<file path="src/rtl/wash_controller_timed_if.sv">
// Front-panel / sensor / actuator bundle for the timed washing-machine controller.
// The master side (panel and sensors) drives the requests and sensor levels,
// the slave side (the controller) drives the valves, motor, lock and status.
interface wash_controller_timed_if #(
   parameter int RINSE_W = 2
);

   // Panel requests and sensor levels
   logic               start;
   logic               pause;
   logic               door_close;
   logic               filled;
   logic               detergent_added;
   logic               drained;
   logic [RINSE_W-1:0] rinse_count;

   // Actuators and status
   logic               door_lock;
   logic               motor_on;
   logic               fill_valve_on;
   logic               drain_valve_on;
   logic               soap_wash;
   logic               water_wash;
   logic               done;
   logic               fault;
   logic [3:0]         state_o;

   modport master (
      output start, pause, door_close, filled, detergent_added, drained, rinse_count,
      input  door_lock, motor_on, fill_valve_on, drain_valve_on,
             soap_wash, water_wash, done, fault, state_o
   );

   modport slave (
      input  start, pause, door_close, filled, detergent_added, drained, rinse_count,
      output door_lock, motor_on, fill_valve_on, drain_valve_on,
             soap_wash, water_wash, done, fault, state_o
   );

endinterface

</file>
<file path="src/rtl/wash_controller_timed.sv">
// Washing-machine controller with internal phase timers, a run-time rinse count,
// a pause input and fill/drain watchdog fault detection.
// All actuator outputs are registered decodes of the state being entered, so they
// are valid in the very cycle the state register shows the new state.
module wash_controller_timed #(
   parameter int TIMER_W      = 16,
   parameter int WASH_CYCLES  = 1000,
   parameter int RINSE_CYCLES = 600,
   parameter int SPIN_CYCLES  = 400,
   parameter int WDOG_CYCLES  = 4000,
   parameter int RINSE_W      = 2
) (
   input logic                    clk,
   input logic                    reset,
   wash_controller_timed_if.slave bus
);

   localparam int WDOG_W = $clog2(WDOG_CYCLES + 1);

   // Counter load values: a phase of N clocks counts N-1 down to 0
   localparam logic [TIMER_W-1:0] WASH_LOAD  = TIMER_W'(WASH_CYCLES - 1);
   localparam logic [TIMER_W-1:0] RINSE_LOAD = TIMER_W'(RINSE_CYCLES - 1);
   localparam logic [TIMER_W-1:0] SPIN_LOAD  = TIMER_W'(SPIN_CYCLES - 1);
   localparam logic [WDOG_W-1:0]  WDOG_LAST  = WDOG_W'(WDOG_CYCLES - 1);

   typedef enum logic [3:0] {
      IDLE    = 4'd0,
      LOCK    = 4'd1,
      FILL_S  = 4'd2,
      DETERG  = 4'd3,
      WASH    = 4'd4,
      DRAIN_S = 4'd5,
      FILL_R  = 4'd6,
      RINSE   = 4'd7,
      DRAIN_R = 4'd8,
      SPIN    = 4'd9,
      DONE    = 4'd10,
      FAULT   = 4'd11
   } state_t;

   state_t              state;
   state_t              next_state;
   logic [TIMER_W-1:0]  counter;
   logic [WDOG_W-1:0]   wdog;
   logic [RINSE_W-1:0]  rinses_left;

   logic                expired;
   logic                wdog_hit;
   logic                door_watch;
   logic                timed_state;
   logic                wait_state;

   // Status flags shared by the next-state logic and the counter updates
   always_comb begin
      expired     = (counter == '0) && !bus.pause;
      wdog_hit    = (wdog == WDOG_LAST);
      door_watch  = (state != IDLE) && (state != DONE) && (state != FAULT);
      timed_state = (state == WASH) || (state == RINSE) || (state == SPIN);
      wait_state  = (state == FILL_S) || (state == FILL_R) ||
                    (state == DRAIN_S) || (state == DRAIN_R);
   end

   // Next-state decode; an open door while the program runs overrides everything
   always_comb begin
      next_state = state;
      case (state)
         IDLE: begin
            if (bus.start && bus.door_close)
               next_state = LOCK;
         end
         LOCK: begin
            if (!bus.pause)
               next_state = FILL_S;
         end
         FILL_S: begin
            if (!bus.pause) begin
               if (bus.filled)
                  next_state = DETERG;
               else if (wdog_hit)
                  next_state = FAULT;
            end
         end
         DETERG: begin
            if (!bus.pause && bus.detergent_added)
               next_state = WASH;
         end
         WASH: begin
            if (expired)
               next_state = DRAIN_S;
         end
         DRAIN_S: begin
            if (!bus.pause) begin
               if (bus.drained)
                  next_state = (rinses_left != '0) ? FILL_R : SPIN;
               else if (wdog_hit)
                  next_state = FAULT;
            end
         end
         FILL_R: begin
            if (!bus.pause) begin
               if (bus.filled)
                  next_state = RINSE;
               else if (wdog_hit)
                  next_state = FAULT;
            end
         end
         RINSE: begin
            if (expired)
               next_state = DRAIN_R;
         end
         DRAIN_R: begin
            if (!bus.pause) begin
               if (bus.drained)
                  next_state = (rinses_left > RINSE_W'(1)) ? FILL_R : SPIN;
               else if (wdog_hit)
                  next_state = FAULT;
            end
         end
         SPIN: begin
            if (expired)
               next_state = DONE;
         end
         DONE: begin
            if (!bus.start)
               next_state = IDLE;
         end
         FAULT: begin
            next_state = FAULT;
         end
         default: begin
            next_state = FAULT;
         end
      endcase

      if (door_watch && !bus.door_close)
         next_state = FAULT;
   end

   // State register, phase timer, watchdog, rinse bookkeeping and registered outputs
   always_ff @(posedge clk) begin
      if (reset) begin
         state              <= IDLE;
         counter            <= '0;
         wdog               <= '0;
         rinses_left        <= '0;
         bus.door_lock      <= 1'b0;
         bus.motor_on       <= 1'b0;
         bus.fill_valve_on  <= 1'b0;
         bus.drain_valve_on <= 1'b0;
         bus.soap_wash      <= 1'b0;
         bus.water_wash     <= 1'b0;
         bus.done           <= 1'b0;
         bus.fault          <= 1'b0;
         bus.state_o        <= 4'd0;
      end else begin
         state <= next_state;

         if (state == IDLE && next_state == LOCK)
            rinses_left <= bus.rinse_count;
         else if (state == DRAIN_R && (next_state == FILL_R || next_state == SPIN))
            rinses_left <= rinses_left - RINSE_W'(1);

         if (next_state != state) begin
            case (next_state)
               WASH:    counter <= WASH_LOAD;
               RINSE:   counter <= RINSE_LOAD;
               SPIN:    counter <= SPIN_LOAD;
               default: counter <= '0;
            endcase
         end else if (timed_state && !bus.pause && counter != '0) begin
            counter <= counter - TIMER_W'(1);
         end

         if (next_state != state)
            wdog <= '0;
         else if (wait_state && !bus.pause && !wdog_hit)
            wdog <= wdog + WDOG_W'(1);

         bus.door_lock      <= (next_state != IDLE) && (next_state != DONE);
         bus.motor_on       <= ((next_state == WASH) || (next_state == RINSE) ||
                                (next_state == SPIN)) && !bus.pause;
         bus.fill_valve_on  <= (next_state == FILL_S) || (next_state == FILL_R);
         bus.drain_valve_on <= (next_state == DRAIN_S) || (next_state == DRAIN_R) ||
                               (next_state == SPIN) || (next_state == FAULT);
         bus.soap_wash      <= (next_state == WASH);
         bus.water_wash     <= (next_state == RINSE);
         bus.done           <= (next_state == DONE);
         bus.fault          <= (next_state == FAULT);
         bus.state_o        <= next_state;
      end
   end

endmodule
</file>
<file path="src/flat_wrapper.sv">
// flat-port wrapper written by rule: the top's interface ports become plain ports
module wash_controller_timed_flat 
#(
   parameter int TIMER_W      = 16,
   parameter int WASH_CYCLES  = 1000,
   parameter int RINSE_CYCLES = 600,
   parameter int SPIN_CYCLES  = 400,
   parameter int WDOG_CYCLES  = 4000,
   parameter int RINSE_W      = 2
)
  (clk, reset, bus_start, bus_pause, bus_door_close, bus_filled, bus_detergent_added, bus_drained, bus_rinse_count, bus_door_lock, bus_motor_on, bus_fill_valve_on, bus_drain_valve_on, bus_soap_wash, bus_water_wash, bus_done, bus_fault, bus_state_o);
  wash_controller_timed_if #(.RINSE_W(RINSE_W)) bus_i ();
  input logic clk;
  input logic reset;
  input wire logic [$bits(bus_i.start)-1:0] bus_start;
  input wire logic [$bits(bus_i.pause)-1:0] bus_pause;
  input wire logic [$bits(bus_i.door_close)-1:0] bus_door_close;
  input wire logic [$bits(bus_i.filled)-1:0] bus_filled;
  input wire logic [$bits(bus_i.detergent_added)-1:0] bus_detergent_added;
  input wire logic [$bits(bus_i.drained)-1:0] bus_drained;
  input wire logic [$bits(bus_i.rinse_count)-1:0] bus_rinse_count;
  output wire logic [$bits(bus_i.door_lock)-1:0] bus_door_lock;
  output wire logic [$bits(bus_i.motor_on)-1:0] bus_motor_on;
  output wire logic [$bits(bus_i.fill_valve_on)-1:0] bus_fill_valve_on;
  output wire logic [$bits(bus_i.drain_valve_on)-1:0] bus_drain_valve_on;
  output wire logic [$bits(bus_i.soap_wash)-1:0] bus_soap_wash;
  output wire logic [$bits(bus_i.water_wash)-1:0] bus_water_wash;
  output wire logic [$bits(bus_i.done)-1:0] bus_done;
  output wire logic [$bits(bus_i.fault)-1:0] bus_fault;
  output wire logic [$bits(bus_i.state_o)-1:0] bus_state_o;
  assign bus_i.start = bus_start;
  assign bus_i.pause = bus_pause;
  assign bus_i.door_close = bus_door_close;
  assign bus_i.filled = bus_filled;
  assign bus_i.detergent_added = bus_detergent_added;
  assign bus_i.drained = bus_drained;
  assign bus_i.rinse_count = bus_rinse_count;
  assign bus_door_lock = bus_i.door_lock;
  assign bus_motor_on = bus_i.motor_on;
  assign bus_fill_valve_on = bus_i.fill_valve_on;
  assign bus_drain_valve_on = bus_i.drain_valve_on;
  assign bus_soap_wash = bus_i.soap_wash;
  assign bus_water_wash = bus_i.water_wash;
  assign bus_done = bus_i.done;
  assign bus_fault = bus_i.fault;
  assign bus_state_o = bus_i.state_o;
  wash_controller_timed #(.TIMER_W(TIMER_W), .WASH_CYCLES(WASH_CYCLES), .RINSE_CYCLES(RINSE_CYCLES), .SPIN_CYCLES(SPIN_CYCLES), .WDOG_CYCLES(WDOG_CYCLES), .RINSE_W(RINSE_W)) u_core (.clk(clk), .reset(reset), .bus(bus_i));
endmodule
</file>
<file path="config.mk">
export PLATFORM = sky130hd
export DESIGN_NAME = wash_controller_timed_flat
export DESIGN_NICKNAME = d
export VERILOG_FILES = /design/src/rtl/wash_controller_timed_if.sv /design/src/rtl/wash_controller_timed.sv /design/src/flat_wrapper.sv
export SDC_FILE = /design/constraint.sdc
export NUM_CORES = 1
export LEC_CHECK = 0
export ABC_AREA = 0
export BUFFER_PORTS_ARGS = -buffer_cell sky130_fd_sc_hd__buf_2
export CAP_MARGIN = 20
export CORE_MARGIN = 2
export CORE_UTILIZATION = 38
export DETAILED_ROUTE_END_ITERATION = 8
export PLACE_DENSITY = 0.65
export SYNTH_ARGS = -nofsm -noshare
export SYNTH_HDL_FRONTEND = slang
export SYNTH_SLANG_ARGS = --single-unit
export TNS_END_PERCENT = 50
</file>
<file path="constraint.sdc">
create_clock -name clk -period 7.4 [get_ports clk]
set_input_delay 0.74 -clock clk [delete_from_list [all_inputs] [get_ports clk]]
set_output_delay 0.74 -clock clk [all_outputs]
set_load 0.005 [all_outputs]
</file>
==> reports/metrics.csv, run 1 <==
metric;value;unit
grt_start_max_net_pins;44;
die_w;92.62;um
tightest_slew;1.013;ns
yosys-top-cells-area;dfxtp_1 28%, nor3_2 5.7%, xor2_1 4.1%;
initial_utilization;39.02;%
yosysTopAreaCell;dfxtp_1;
fin_nets;371;
path_cells;inv_1 > a21oi_1 > o21ai_0 > nor3_1 > and4_1 > mux2i_1 > nand2_1 > a211oi_1;
p_int;602.2;uW
power_density;354.9;mW/mm^2
preCtsSetupSlack;4.080;ns
ys_ff_latch;42;
cts_sinks;42;
crit_required;7.59;ns
portBuffers;21;
fin_crit;3.342;ns
tns;0;ns
min_path_type;flop to flop;
power_frac_seq;28.6;%
power.share.switching;47.05;%
cap_violations;0;
fmax;299.2;MHz
cts_tree;built;
core;0.007647;mm^2
vdd_ir_drop_max;0.2002;mV
slowest_stage;dfxtp_1;
pin_count;22;
ctsHoldBuffers;0;
cp_max_fo;27;
p_leak;1.097;nW
clkPwrFrac;16.2;%
grt_antenna_before_repair;0;
fin_crit_sh;45.16;%
skew;0.006320;ns
grt_overflow;0;
slew_headroom;32.47;%
num_rows;32;
clkTransAtPathRegs;0.08;ns
critical_path.top_delay_family;simple AND/OR/NAND/NOR gates;
maxSlewViolCount;0;
post_cts_buffers;0;
yosys-top-cells-count;42 x dfxtp_1, 30 x nor2_1, 24 x nor3_1;
fp.dieH;92.62;um
drtIter0Drc;184;
numCtsBuffers;5;
cpPeakStageDelay;0.91;ns
antenna_cells;0;
critPathBufInv;1;
nFillCells;793;
die-area;0.008578;mm^2
yosysSeqAreaShare;28.18;%
worst_slack;4.058;ns
dp_hpwl;4669;um
status;completed;
clkLatencyLatePin;0.29;ns
synth-edff-count;0;
drc_errors;0;
cts_buffer_depth;2;
vias_per_cell;5.557;
grt_use_total;15.74;%
dr.pass1.iters;4;
synth_top_area_share;28.18;%
grt_pass1_wl;11120;um
syn_inst;351;
yosysMostFrequentCell;dfxtp_1;
worst_setup_path_start_kind;flop;
synth.yosys.warnings;0;
syn_avg_cell_area;8.502;um^2
crit_path_end_kind;flop;
h-tree-depth;2;
layout-drive-gt1-share;20.79;%
place.gp.congestion;0.9207;
syn-cell-area;0.002984;mm^2
p_sw;535.2;uW
grt_pass1_vias;2361;
wl_per_cell;14.61;um
critical_path_arrival;3.54;ns
synth_cell_types;70;
synthArstFlopShare;0;%
postSynthNetCount;366;
rsz0062_at_grt;no;
hold_violations;0;
synthFlopType;dfxtp_1;
routed_wl;6690;um
cts_resized;0;
setup_violations;0;
combPwrFrac;55.2;%
cts_root_buffer;clkbuf_8;
syn_to_final_growth;7.379;%
final_antenna_net_count;0;
path_class;flop to flop;
route.vias.total;2545;
## cells in the final DEF, fill, tap and decap left out, types with 4 or more instances in the layout
cell	netlist	layout
nand3_1	10	10
nor3_2	17	17
nand2b_1	12	12
dfxtp_1	42	42
a211oi_2	7	7
nand2_1	17	17
a21oi_1	17	17
xnor2_1	12	12
xor2_1	14	14
a211oi_1	8	8
clkbuf_8	0	6
nand4_1	8	8
ha_1	5	5
nor3_1	24	24
nor2_1	30	30
buf_2	7	21
inv_1	7	7
o21ai_0	10	10
and3_1	4	4
or3_1	8	8
nor4_1	5	5
## logic make-up (layout without fill, tap and decap cells)
logic type	after synthesis	count (layout)	share of synthesized area (%)
simple gates	171	171	36.23
compound gates	75	75	20.13
flops	42	42	28.18
buf+inv	30	35	5.073
xor+xnor	26	26	7.631
fa+ha+maj	5	5	2.096
mux	2	2	0.6709
## power groups by stage
stage          Sequential [mW]  Combinational (mW)  Clock [mW]
3_5_place_dp             0.327               0.626           0
4_1_cts                  0.323               0.629       0.189
3_3_place_gp             0.326               0.619           0
5_1_grt                  0.331               0.700       0.197
6_report                 0.325               0.628       0.184
2_1_floorplan            0.288               0.574           0
## stage by stage
stage          hold slack, ns  utilization (%)  instances  power [mW]  area [um^2]
4_1_cts                0.5417            41.90        458       1.141         3204
6_report               0.5433            41.90        458       1.137         3204
3_5_place_dp           0.5215            40.43        451      0.9538         3092
2_1_floorplan          0.4892                -        351      0.8621         2984
5_1_grt                0.5659            41.90        458       1.228         3204
3_3_place_gp           0.5082            40.43        451      0.9451         3092
## area by class of cell
cell class,count,area [um^2],share of cell area (%)
tap,102,127.6,3.983
sequential,42,840.8,26.24
inverter,7,26.28,0.8200
clock inverter,1,30.03,0.9371
clock buffer,6,82.58,2.577
timing repair buffer,21,105.1,3.280
multi-input combinational,279,1992,62.16
## final timing paths
| check | cells past startpoint | startpoint | slack [ns] | endpoint |
|---|---|---|---|---|
| setup / recovery | 8 | u_core.bus.state_o[2]$_SDFF_PP0_ | 4.06 | u_core.counter[8]$_SDFFE_PP0P_ |
| hold / removal | 2 | u_core.wdog[10]$_SDFFE_PP0P_ | 0.54 | u_core.wdog[10]$_SDFFE_PP0P_ |
| setup reg to reg | 8 | u_core.bus.state_o[2]$_SDFF_PP0_ | 4.06 | u_core.counter[8]$_SDFFE_PP0P_ |
| hold reg to reg | 2 | u_core.wdog[10]$_SDFFE_PP0P_ | 0.54 | u_core.wdog[10]$_SDFFE_PP0P_ |
## tightest hold or removal path: cells and delay by family (launching register included)
family	cells	cell delay, ns
AOI/OAI and AO/OA	2	0.17
DFF	1	0.33
## routing by layer
metal | part of all wire (%) | vias to the layer above | global-route usage (%)
met1 | 48 | 1200 | 21.49
met3 | 3.4 | 5 | 2.604
met2 | 48 | 36 | 26.09
li1 | - | 1304 | -
met5 | 0 | - | 0
met4 | 0.60 | 0 | 3.676
## state kept, by name (all words and copies together), names as in the netlist
register and cells:
u_core.bus.drain_valve_on 1, u_core.wdog 12, u_core.bus.done 1, u_core.bus.door_lock 1
u_core.bus.state_o 4, u_core.bus.motor_on 1, u_core.bus.water_wash 1, u_core.rinses_left 2
u_core.counter 16, u_core.bus.fault 1, u_core.bus.soap_wash 1, u_core.bus.fill_valve_on 1
Power figures use the tool's default switching activity.
==> inputs of run 2 (changes only) <==
--- a/config.mk
+++ b/config.mk
@@ -11,7 +11,7 @@
 export CORE_MARGIN = 2
 export CORE_UTILIZATION = 38
 export DETAILED_ROUTE_END_ITERATION = 8
-export PLACE_DENSITY = 0.65
+export PLACE_DENSITY = 0.67
 export SYNTH_ARGS = -nofsm -noshare
 export SYNTH_HDL_FRONTEND = slang
 export SYNTH_SLANG_ARGS = --single-unit
==> constraint.sdc (replaced) <==
create_clock -name clk -period 2.9 [get_ports clk]
set_input_delay 0.29 -clock clk [delete_from_list [all_inputs] [get_ports clk]]
set_output_delay 0.29 -clock clk [all_outputs]
set_load 0.005 [all_outputs]
==> run 2 against run 1 <==
First-iteration DRC count rose by 12%. Global-route usage rose by 0.92 points. Sequential cell count did not move. Combinational power rose to 3.2 times the previous value. Cell count rose by 5.5%. Clock power rose to 2.5 times the previous value. Wire length rose by 5.7%. Sequential share of layout area fell by 1.6 points. Hold slack got worse by 0.28 ns. Cell area rose by 7.2%. Count of clock-buffer cells in the layout rose by 1. Fmax rose by 21%. Largest cell class unchanged. Highest routed layer unchanged.
==> reports/metrics.csv, run 2 (same netlist as run 1, synthesis figures left out) <==
metric;value;unit;change
regMostFlops;u_core.counter;;
final_common_cell;dfxtp_1;;
min_path_type;input pin to flop;;
numCtsBuffers;5;;unchanged
vias_per_cell;5.557;;about the same
die_w;92.62;um;unchanged
grt_start_max_net_pins;44;;unchanged
multi_input_area;0.002037;mm^2;+2.3%
clkLatencyLatePin;0.30;ns;about the same
fin_nets;395;;+6.5%
seqCellArea;847.1;um^2;+0.74%
pin_count;22;;unchanged
skew;0.008717;ns;+0.002397 ns
cts_root_buffer;clkbuf_8;;
fin_crit;2.759;ns;-0.5832 ns
cpPeakStageDelay;0.37;ns;-0.54 ns
wl_per_cell;14.64;um;+0.24%
crit_required;3.04;ns;-4.55 ns
tightest_slew;0.9718;ns;-0.04114 ns
r2r_cells;11;;+3
grt_overflow;0;;unchanged
worst_slack;0.1413;ns;-3.917 ns
path_class;flop to flop;;
dp_hpwl;5121;um;+9.7%
slew_headroom;35.22;%;+2.7 points
path_cells;inv_1 > ha_1 > nor3b_2 > nand2b_1 > o211ai_2 > nand4_1 > o31a_1 > o211a_4 > nand2_4 > buf_12 > nor3_2;;
cts_buffer_depth;2;;unchanged
largest_reg_flops;16;;unchanged
hold_violations;0;;unchanged
drc_errors;0;;unchanged
reg_top3;u_core.counter (16), u_core.wdog (12), u_core.bus.state_o (4);;
r2r-start;u_core.counter[0]$_SDFFE_PP0P_;;
cts_tree;built;;
cts_sinks;42;;unchanged
slowest_stage;nor3b_2;;
syn_to_final_growth;15.09;%;
dr.pass1.iters;4;;unchanged
clkTransAtPathRegs;0.08;ns;about the same
antenna_cells;0;;unchanged
die-area;0.008578;mm^2;unchanged
routed_wl;7072;um;+5.7%
final_util;44.91;%;+3.0 points
cap_violations;0;;unchanged
hp-start;bus_rinse_count[1];;
maxSlewViolCount;0;;unchanged
p_leak;1.218;nW;+11%
portBuffers;21;;unchanged
grt_use_total;16.66;%;+0.92 points
worst_setup_path_start_kind;flop;;
min_to;u_core.rinses_left[1]$_SDFFE_PP0P_;;
layout-drive-gt1-share;28.61;%;+7.8 points
fmax;362.5;MHz;+21%
final_antenna_net_count;0;;unchanged
final_cell_mix;37 x dfxtp_1, 29 x nor2_1, 22 x nor3_1, 22 x buf_4, 21 x buf_2;;
grt_pass1_wl;11800;um;+6.1%
critical_path_arrival;2.90;ns;-0.64 ns
fp.dieH;92.62;um;unchanged
power_density;941.7;mW/mm^2;+170%
h-tree-depth;2;;unchanged
rr_endpoint;u_core.wdog[5]$_SDFFE_PP0P_;;
hold_depth;3;;+1
drtIter0Drc;206;;+12%
crit_path_end_kind;flop;;
fin_crit_sh;95.13;%;+50 points
nFillCells;742;;-6.4%
setup_violations;0;;unchanged
cp_max_fo;17;;-37%
rsz0062_at_grt;yes;;
initial_utilization;39.02;%;unchanged
grt_antenna_before_repair;0;;unchanged
regToRegSetupSlack;0.14;ns;-3.92 ns
vdd_ir_drop_max;0.4715;mV;+140%
status;completed;;
place.gp.congestion;0.8612;;-6.5%
preCtsSetupSlack;0.1195;ns;-3.961 ns
route.vias.total;2684;;+5.5%
core;0.007647;mm^2;unchanged
grt_pass1_vias;2495;;+5.7%
num_rows;32;;unchanged
==> run 2: critical path: cells and delay by family (launching register included) <==
| kind | cells | cell delay, ns |
|---|---|---|
| AND/OR/NAND/NOR | 5 | 0.97 |
| AO/OA/AOI/OAI | 3 | 0.86 |
| buffers and inverters | 2 | 0.31 |
| flip-flops | 1 | 0.30 |
| adder cells (fa/ha/maj) | 1 | 0.16 |
==> run 2: layout make-up <==
class / instances / share of cell area, %
clock buffers: 7 / 2.222
clock inverters: 1 / 0.8743
inverters: 7 / 0.7650
multi-input cells: 280 / 59.31
flip-flops and latches: 42 / 24.66
well taps: 102 / 3.716
repair buffers: 44 / 8.452
==> run 2: where the power goes <==
part / internal [mW] / leakage, nW / switching [mW]
Combinational: 0.843 / 0.823 / 1.16
Clock: 0.258 / 0.0524 / 0.206
Sequential: 0.668 / 0.343 / 0.0962
Total: 1.77 / 1.22 / 1.47
==> run 2: layer usage <==
layer | global-route usage (%) | wire length [um] | vias to the layer above
met1 | 23.04 | 3363 | 1267
met5 | 0 | 0 | -
met2 | 26.16 | 3326 | 50
met3 | 3.906 | 306 | 10
met4 | 4.412 | 76 | 0
li1 | - | - | 1357
==> run 2: worst max path at each step <==
stage / from / endpoint / cells after the start / slack (ns)
floorplan: u_core.counter[7]$_SDFFE_PP0P_ / u_core.counter[7]$_SDFFE_PP0P_ / 9 / 0.33
global placement: u_core.counter[7]$_SDFFE_PP0P_ / u_core.counter[7]$_SDFFE_PP0P_ / 8 / 0.16
detailed placement: u_core.counter[7]$_SDFFE_PP0P_ / u_core.counter[8]$_SDFFE_PP0P_ / 8 / 0.12
CTS: u_core.wdog[0]$_SDFFE_PP0P_ / u_core.rinses_left[0]$_SDFFE_PP0P_ / 10 / 0.09
global route: u_core.bus.state_o[3]$_SDFF_PP0_ / u_core.counter[9]$_SDFFE_PP0P_ / 9 / -0.02
finish: u_core.counter[0]$_SDFFE_PP0P_ / u_core.wdog[5]$_SDFFE_PP0P_ / 11 / 0.14
==> run 2: repair_timing <==
action | 4_1_cts | 5_1_grt
hold buffers | 0 | 0
setup endpoints to repair | 0 | 30
resized for setup | 0 | 15
buffers inserted | 0 | 1
endpoints found under the hold margin | 0 | 0
==> run 2: through the flow <==
| step | hold slack [ns] | power [mW] | std cells | area, um^2 | setup TNS [ns] |
|---|---|---|---|---|---|
| 2_1_floorplan | 0.4489 | 2.200 | 351 | 2984 | 0 |
| 6_report | 0.2606 | 3.234 | 483 | 3435 | 0 |
| 3_3_place_gp | 0.5028 | 2.645 | 473 | 3269 | 0 |
| 5_1_grt | 0.2568 | 3.476 | 483 | 3435 | -0.05374 |
| 3_5_place_dp | 0.5106 | 2.669 | 473 | 3269 | 0 |
| 4_1_cts | 0.2568 | 3.142 | 481 | 3376 | 0 |
